**src/rtl/rggen_native_bus_adapter.sv**
```systemverilog
// Native command/response bus to RgGen register-block adapter.
// Decodes the block range, broadcasts the access and relays one response.
module rggen_native_bus_adapter #(
  parameter int                         ADDRESS_WIDTH     = 8,
  parameter int                         BUS_WIDTH         = 32,
  parameter int                         REGISTERS         = 1,
  parameter logic [ADDRESS_WIDTH-1:0]   BASE_ADDRESS      = '0,
  parameter int                         BYTE_SIZE         = 256,
  parameter bit                         ERROR_STATUS      = 1'b0,
  parameter logic [BUS_WIDTH-1:0]       DEFAULT_READ_DATA = '0,
  parameter int                         TIMEOUT           = 0,
  localparam int                        SW                = BUS_WIDTH / 8
) (
  input  logic                           i_clk,
  input  logic                           i_rst,
  input  logic                           i_cmd_valid,
  output logic                           o_cmd_ready,
  input  logic [ADDRESS_WIDTH-1:0]       i_cmd_address,
  input  logic                           i_cmd_write,
  input  logic [BUS_WIDTH-1:0]           i_cmd_write_data,
  input  logic [SW-1:0]                  i_cmd_strobe,
  output logic                           o_rsp_valid,
  input  logic                           i_rsp_ready,
  output logic [1:0]                     o_rsp_status,
  output logic [BUS_WIDTH-1:0]           o_rsp_read_data,
  output logic                           o_reg_valid,
  output logic                           o_reg_write,
  output logic [ADDRESS_WIDTH-1:0]       o_reg_address,
  output logic [BUS_WIDTH-1:0]           o_reg_write_data,
  output logic [SW-1:0]                  o_reg_strobe,
  input  logic [REGISTERS-1:0]           i_reg_active,
  input  logic [REGISTERS-1:0]           i_reg_ready,
  input  logic [2*REGISTERS-1:0]         i_reg_status,
  input  logic [BUS_WIDTH*REGISTERS-1:0] i_reg_read_data
);

  localparam logic [1:0] IDLE    = 2'd0;
  localparam logic [1:0] BUSY    = 2'd1;
  localparam logic [1:0] RESPOND = 2'd2;

  logic [1:0]               r_state;
  logic                     r_write;
  logic [ADDRESS_WIDTH-1:0] r_address;
  logic [BUS_WIDTH-1:0]     r_wdata;
  logic [SW-1:0]            r_strobe;
  logic [1:0]               r_status;
  logic [BUS_WIDTH-1:0]     r_rdata;
  logic [31:0]              r_wdog;

  logic                     w_accept;
  logic [ADDRESS_WIDTH-1:0] w_offset;
  logic                     w_in_range;
  logic                     w_active;
  logic                     w_hit;
  logic                     w_timeout;
  logic [31:0]              w_wdog_next;
  logic [1:0]               w_sel_status;
  logic [BUS_WIDTH-1:0]     w_sel_data;
  logic [1:0]               w_err_status;

  assign o_cmd_ready      = (r_state == IDLE) & ~i_rst;
  assign o_reg_valid      = (r_state == BUSY);
  assign o_rsp_valid      = (r_state == RESPOND);
  assign o_reg_write      = r_write;
  assign o_reg_address    = r_address;
  assign o_reg_write_data = r_wdata;
  assign o_reg_strobe     = r_strobe;
  assign o_rsp_status     = r_status;
  assign o_rsp_read_data  = r_rdata;

  assign w_accept     = i_cmd_valid & o_cmd_ready;
  assign w_offset     = i_cmd_address - BASE_ADDRESS;
  assign w_in_range   = (i_cmd_address >= BASE_ADDRESS) &&
                        (64'(w_offset) < 64'(BYTE_SIZE));
  assign w_active     = |i_reg_active;
  assign w_hit        = |(i_reg_active & i_reg_ready);
  assign w_wdog_next  = r_wdog + 32'd1;
  assign w_timeout    = (TIMEOUT > 0) && (w_wdog_next == 32'(TIMEOUT));
  assign w_err_status = ERROR_STATUS ? 2'b11 : 2'b00;

  // Only the decoded register should be active; OR keeps the mux small.
  always_comb begin
    w_sel_status = '0;
    w_sel_data   = '0;
    for (int i = 0; i < REGISTERS; i++) begin
      if (i_reg_active[i]) begin
        w_sel_status = w_sel_status | i_reg_status[2*i+:2];
        w_sel_data   = w_sel_data | i_reg_read_data[BUS_WIDTH*i+:BUS_WIDTH];
      end
    end
  end

  always_ff @(posedge i_clk or posedge i_rst) begin
    if (i_rst) begin
      r_state   <= IDLE;
      r_write   <= 1'b0;
      r_address <= '0;
      r_wdata   <= '0;
      r_strobe  <= '0;
      r_status  <= 2'b00;
      r_rdata   <= '0;
      r_wdog    <= '0;
    end else begin
      case (r_state)
        IDLE: begin
          if (w_accept) begin
            r_write   <= i_cmd_write;
            r_address <= w_offset;
            r_wdata   <= i_cmd_write_data;
            r_strobe  <= i_cmd_strobe;
            r_wdog    <= '0;
            if (w_in_range) begin
              r_state <= BUSY;
            end else begin
              r_state  <= RESPOND;
              r_status <= w_err_status;
              r_rdata  <= i_cmd_write ? '0 : DEFAULT_READ_DATA;
            end
          end
        end
        BUSY: begin
          r_wdog <= w_wdog_next;
          // Ready wins over the watchdog in the same cycle.
          if (w_hit) begin
            r_state  <= RESPOND;
            r_status <= w_sel_status;
            r_rdata  <= r_write ? '0 : w_sel_data;
          end else if (!w_active) begin
            r_state  <= RESPOND;
            r_status <= w_err_status;
            r_rdata  <= r_write ? '0 : DEFAULT_READ_DATA;
          end else if (w_timeout) begin
            r_state  <= RESPOND;
            r_status <= 2'b10;
            r_rdata  <= '0;
          end
        end
        RESPOND: begin
          if (i_rsp_ready) r_state <= IDLE;
        end
        default: r_state <= IDLE;
      endcase
    end
  end

endmodule

```
**config.mk**
```make
export PLATFORM = sky130hd
export DESIGN_NAME = rggen_native_bus_adapter
export DESIGN_NICKNAME = d
export VERILOG_FILES = /design/src/rtl/rggen_native_bus_adapter.sv
export SDC_FILE = /design/constraint.sdc
export NUM_CORES = 1
export LEC_CHECK = 0
export ABC_AREA = 1
export BUFFER_PORTS_ARGS = -buffer_cell sky130_fd_sc_hd__buf_2
export CAP_MARGIN = 10
export CORE_UTILIZATION = 30
export CTS_CLUSTER_DIAMETER = 50
export DETAILED_ROUTE_END_ITERATION = 10
export PLACE_DENSITY = 0.52
export SLEW_MARGIN = 30
export SYNTH_ARGS = -nofsm -noshare
export SYNTH_HDL_FRONTEND = slang
export SYNTH_SLANG_ARGS = --single-unit
```
**constraint.sdc**
```tcl
create_clock -name i_clk -period 2.5 [get_ports i_clk]
set_input_delay 0.5 -clock i_clk [delete_from_list [all_inputs] [get_ports i_clk]]
set_output_delay 0.5 -clock i_clk [all_outputs]
set_load 0.01 [all_outputs]
```
Word level (Yosys, flattened, before mapping)
Index checks and enable logic that the tools add are counted.
{"block": "word_totals", "regBits": 81, "latchBits": 0, "mem_bits_rw": 0, "mem_bits_ro": 0, "in_bits": 85, "out_inout_bits": 82, "wordCells": 42, "memories": 0}
{"block": "classes", "n_addsub": 0, "n_mul": 0, "n_div": 0, "n_lt_le_gt_ge": 1, "eq_ne": 6, "shifts": 0, "mux": 19, "bitwise_logic": 4, "n_reduce_logical": 5}
{"cell": "32-bit two-way mux", "n": 6}
{"cell": "32-bit case mux with 2 select lines", "n": 1}
{"cell": "2-bit two-way mux", "n": 10}
{"cell": "8-bit by 1-bit >= comparator with 1-bit output (second input constant)", "n": 1}
{"cell": "2-bit case mux with 3 select lines", "n": 1}
{"cell": "2-bit != test (second input constant)", "n": 2}
{"cell": "2-bit case mux with 2 select lines", "n": 1}
{"cell": "4-bit AND reduction", "n": 1}
{"cell": "1-bit AND", "n": 3}
{"cell": "3-bit by 2-bit != test with 1-bit output (second input constant)", "n": 1}
{"cell": "3-bit AND reduction", "n": 1}
{"cell": "2-bit by 1-bit equality test with 1-bit output (second input constant)", "n": 1}
{"cell": "2-bit equality test (second input constant)", "n": 1}
{"cell": "2-bit logical NOT", "n": 1}
{"cell": "2-bit by 1-bit != test with 1-bit output (second input constant)", "n": 1}
{"cell": "2-bit AND reduction", "n": 1}
{"cell": "2-bit nonzero test", "n": 1}
{"cell": "1-bit inverter", "n": 1}

Depth between registers and ports, before layout
{"block": "logic_depth", "word_depth": 5, "depth_mapped": 6, "depth_no_buf": 5}

Least setup slack after synthesis
OpenSTA, ideal clock, no wires.
{"block": "synth_timing", "path_kind": "in2reg", "start": "input i_rst", "end": "register r_address[7] (netlist: o_reg_address[7])", "setup_time_ns": 0.072, "arrival_ns": 2.191, "required_ns": 2.428, "setup_slack_ns": 0.237, "stages": 5, "n_path_buf": 2, "path_cell_list": "inv_1 > buf_2 > buf_2 > nand4_1 > nand2_1"}
{"block": "synth_between", "elab_chain_cells": 4}
{"item": "start: declaration", "line": "15", "text": "input logic i_rst,"}
{"item": "1-bit inverter", "line": "61", "text": "assign o_cmd_ready = (r_state == IDLE) & ~i_rst;"}
{"item": "1-bit AND", "line": "61"}
{"item": "1-bit AND", "line": "71", "text": "assign w_accept = i_cmd_valid & o_cmd_ready;"}
{"item": "2-bit AND reduction (no line)"}
{"item": "end signal: assignment", "line": "108", "text": "r_address <= w_offset;"}
{"item": "end: declaration", "line": "43", "text": "logic [ADDRESS_WIDTH-1:0] r_address;"}
No other way between the ends.
A chain may end at the register's enable or synchronous reset.

Final worst setup path
{"block": "layout_timing", "start": "register r_state[0]", "end": "output o_reg_valid"}
{"block": "layout_between", "elab_chain_cells": 1}
{"item": "start: declaration", "line": "41", "text": "logic [1:0] r_state;"}
{"item": "start signal: assignment", "line": "95", "text": "r_state <= IDLE;"}
{"item": "start signal: assignment", "line": "113", "text": "r_state <= BUSY;"}
{"item": "start signal: assignment", "line": "115", "text": "r_state <= RESPOND;"}
{"item": "2-bit by 1-bit equality test with 1-bit output", "line": "62", "text": "assign o_reg_valid = (r_state == BUSY);"}
{"item": "end: declaration", "line": "26", "text": "output logic o_reg_valid,"}
No other way between the ends.

==> results.ini <==
[global_routing]
grt_pass1_vias=3310
antenna_found_initial=0
grt_overflow_total=0
grt_max_degree=125
grt_pass1_wl_mm=16.3
track_usage_pct=16.6

[finish]
fillers=1222
final_cells=733
area_delta_synth_final_pct=34.9
drive_gt1_share_pct=33.1
antenna_cells=0
fin_nets=670

[detailed_routing]
met3_length_microns=880
wl_mm=9.71
ant_nets=0
via_per_inst=4.58
drc_errors=0
drt-initial-drc-count=180
dr.max_layer_used=met4
first_pass_iters=4
wl_met1_mm=4.46
vias=3359
wl_per_cell_microns=13.2
routed-wl-met2_mm=4.15

[clocking]
ctsHoldBuffers=0
numCtsBuffers=9
clock_sinks=81
root_buffer=clkbuf_16
htreeDepth=3
cts_tree=built
clock_latency_ns=0.34
clock_path_buffers=2
clkTransAtPathRegs_ns=0.06
cts_resized=0
postCtsSetupRepairBufs=0

[critical_path]
startpoint_type=flop
crit_type=flop to primary output
worst-endpoint-required_ns=2.00
crit_arrival_ns=1.17
path_cells=inv_1 -> nor2_4 -> buf_2
cp_slowest_cell=dfrtp_1
cp_num_buf_inv=2
worst-path-max-fanout=5
cpPeakStageDelay_ns=0.45
end_kind=primary output
path_delay_family=flip-flops

[pwr]
p_clk_share_pct=33.1
intPower_w=0.00300
p_leak_nw=2.82
power.switching_w=0.00143
power_frac_seq_pct=40.6
comb_power_share_pct=26.3
netSwitchingFraction_pct=32.3
power_density_nw_per_um2=924
vdd_drop_max_v=0.000422

[sta]
skew_ns=0.00506
worst_slew_pin_slew_ns=0.665
fin_ws_ns=0.831
rsz0062_at_grt=false
fin_crit_ns=1.67
fin_tns_setup_ns=0
slew_violations=0
fmax_mhz=599
fin_crit_sh_pct=66.8
setup_violations=0
relSlewSlack_pct=55.5
finalHoldViolations=0

[place]
gp_congestion=0.754
io_buffers=166
dp.cells=717
post-place-ws_ns=0.834
dp_hpwl_mm=6.26

[synthesis]
syn_avg_cell_area_sq_um=8.20
syn-num-nets=518
yosys_warnings=0
ys_seq_elements=81
syn_area_sq_um=3550
ys_seq_area_share_pct=57.1
synth_cell_type_count=18
synth_cells=433

[floorplan]
die_area_sq_um=12300
die_y_microns=111
rows=39
core_area_sq_um=11500
die_w_microns=111
io_pins=167
start_util_pct=31.0

[min_path]
hold_path.class=primary input to async pin

[outcome]
outcome=completed

[run]
cap_violations=0

[placed cells by master (no fill, tap or decap), drive strengths merged, types with 2 or more instances in the layout]
| master | n |
|---|---|
| buf | 171 |
| bufinv | 2 |
| clkbuf | 11 |
| clkinv | 2 |
| dfrtp | 81 |
| inv | 8 |
| nand2 | 226 |
| nand3 | 3 |
| nand4 | 45 |
| nor2 | 37 |
| o21ai | 2 |
[final cells by class]
type / count / area, sq um / share of cell area (%)
multi-input combinational: 314 / 1330 / 27.8
clock inverter: 5 / 77.6 / 1.62
timing repair buffer: 171 / 893 / 18.6
tap: 143 / 179 / 3.73
sequential: 81 / 2030 / 42.3
clock buffer: 11 / 253 / 5.27
inverter: 8 / 32.5 / 0.679
[Yosys cell counts]
master	n	area (sq um)
nor3_1	1	5.00
buf_6	3	33.8
nand2_1	225	845
nor2_1	34	128
nor2_2	1	6.26
o21ai_0	2	10.0
inv_1	7	26.3
inv_2	1	3.75
nor2_4	2	22.5
dfrtp_1	81	2030
buf_1	1	3.75
nand4_1	45	282
buf_2	14	70.1
clkbuf_1	9	33.8
nand3_4	1	17.5
buf_4	3	22.5
nand2_2	1	6.26
nand3_1	2	10.0
[flip-flops by register name (all words and copies together), names as in the netlist]
register          count
o_reg_address         8
o_reg_strobe          4
o_reg_write           1
o_reg_write_data     32
o_rsp_read_data      32
o_rsp_status          2
r_state               2
[routing by layer]
metal / up-vias / global-route usage (%)
met5: - / 0
met4: 0 / 7.82
met3: 17 / 5.58
met2: 132 / 24.3
met1: 1526 / 22.0
li1: 1684 / -
[stage by stage]
stage	power [W]	hold WS [ns]	area, sq um	utilization [%]
6_report	0.00443	0.0438	4790	41.8
3_5_place_dp	0.00301	0.401	4460	38.9
2_1_floorplan	0.00248	0.506	3550	-
4_1_cts	0.00450	0.0320	4790	41.8
5_1_grt	0.00471	0.0409	4790	41.8
3_3_place_gp	0.00299	0.399	4460	38.9
[kinds of logic after synthesis]
group	after synthesis	synth area share, %
buf+inv	38	5.46
compound gates	2	0.282
flops	81	57.1
simple gates	312	37.2
[worst paths after layout]
kind / startpoint / end / slack [ns] / cells after the start
min in group i_clk: i_rsp_ready / r_state[1] / 0.35 / 2
min: i_rst / o_reg_strobe[3] / 0.04 / 2
max in group asynchronous: i_rst / o_reg_write_data[0] / 1.66 / 3
max: r_state[0] / o_reg_valid / 0.83 / 3
max reg2reg: r_state[0] / o_rsp_read_data[1] / 1.03 / 5
min reg2reg: o_reg_write_data[18] / o_reg_write_data[18] / 0.47 / 2
[worst register-to-register path, stage by stage (launching register included)]
cell and delay, ns:
dfrtp_1 0.45, inv_1 0.10, nor2_4 0.13, nand2_2 0.41, nand2_1 0.20, nand2_1 0.07
[power groups by stage]
stage | clock, W | sequential, W | combinational, W
6_report | 0.00146 | 0.00180 | 0.00117
3_3_place_gp | 0 | 0.00182 | 0.00117
4_1_cts | 0.00150 | 0.00180 | 0.00119
5_1_grt | 0.00155 | 0.00184 | 0.00132
3_5_place_dp | 0 | 0.00182 | 0.00119
2_1_floorplan | 0 | 0.00196 | 0.000519
Note: power is estimated with default switching activity, not from simulation.
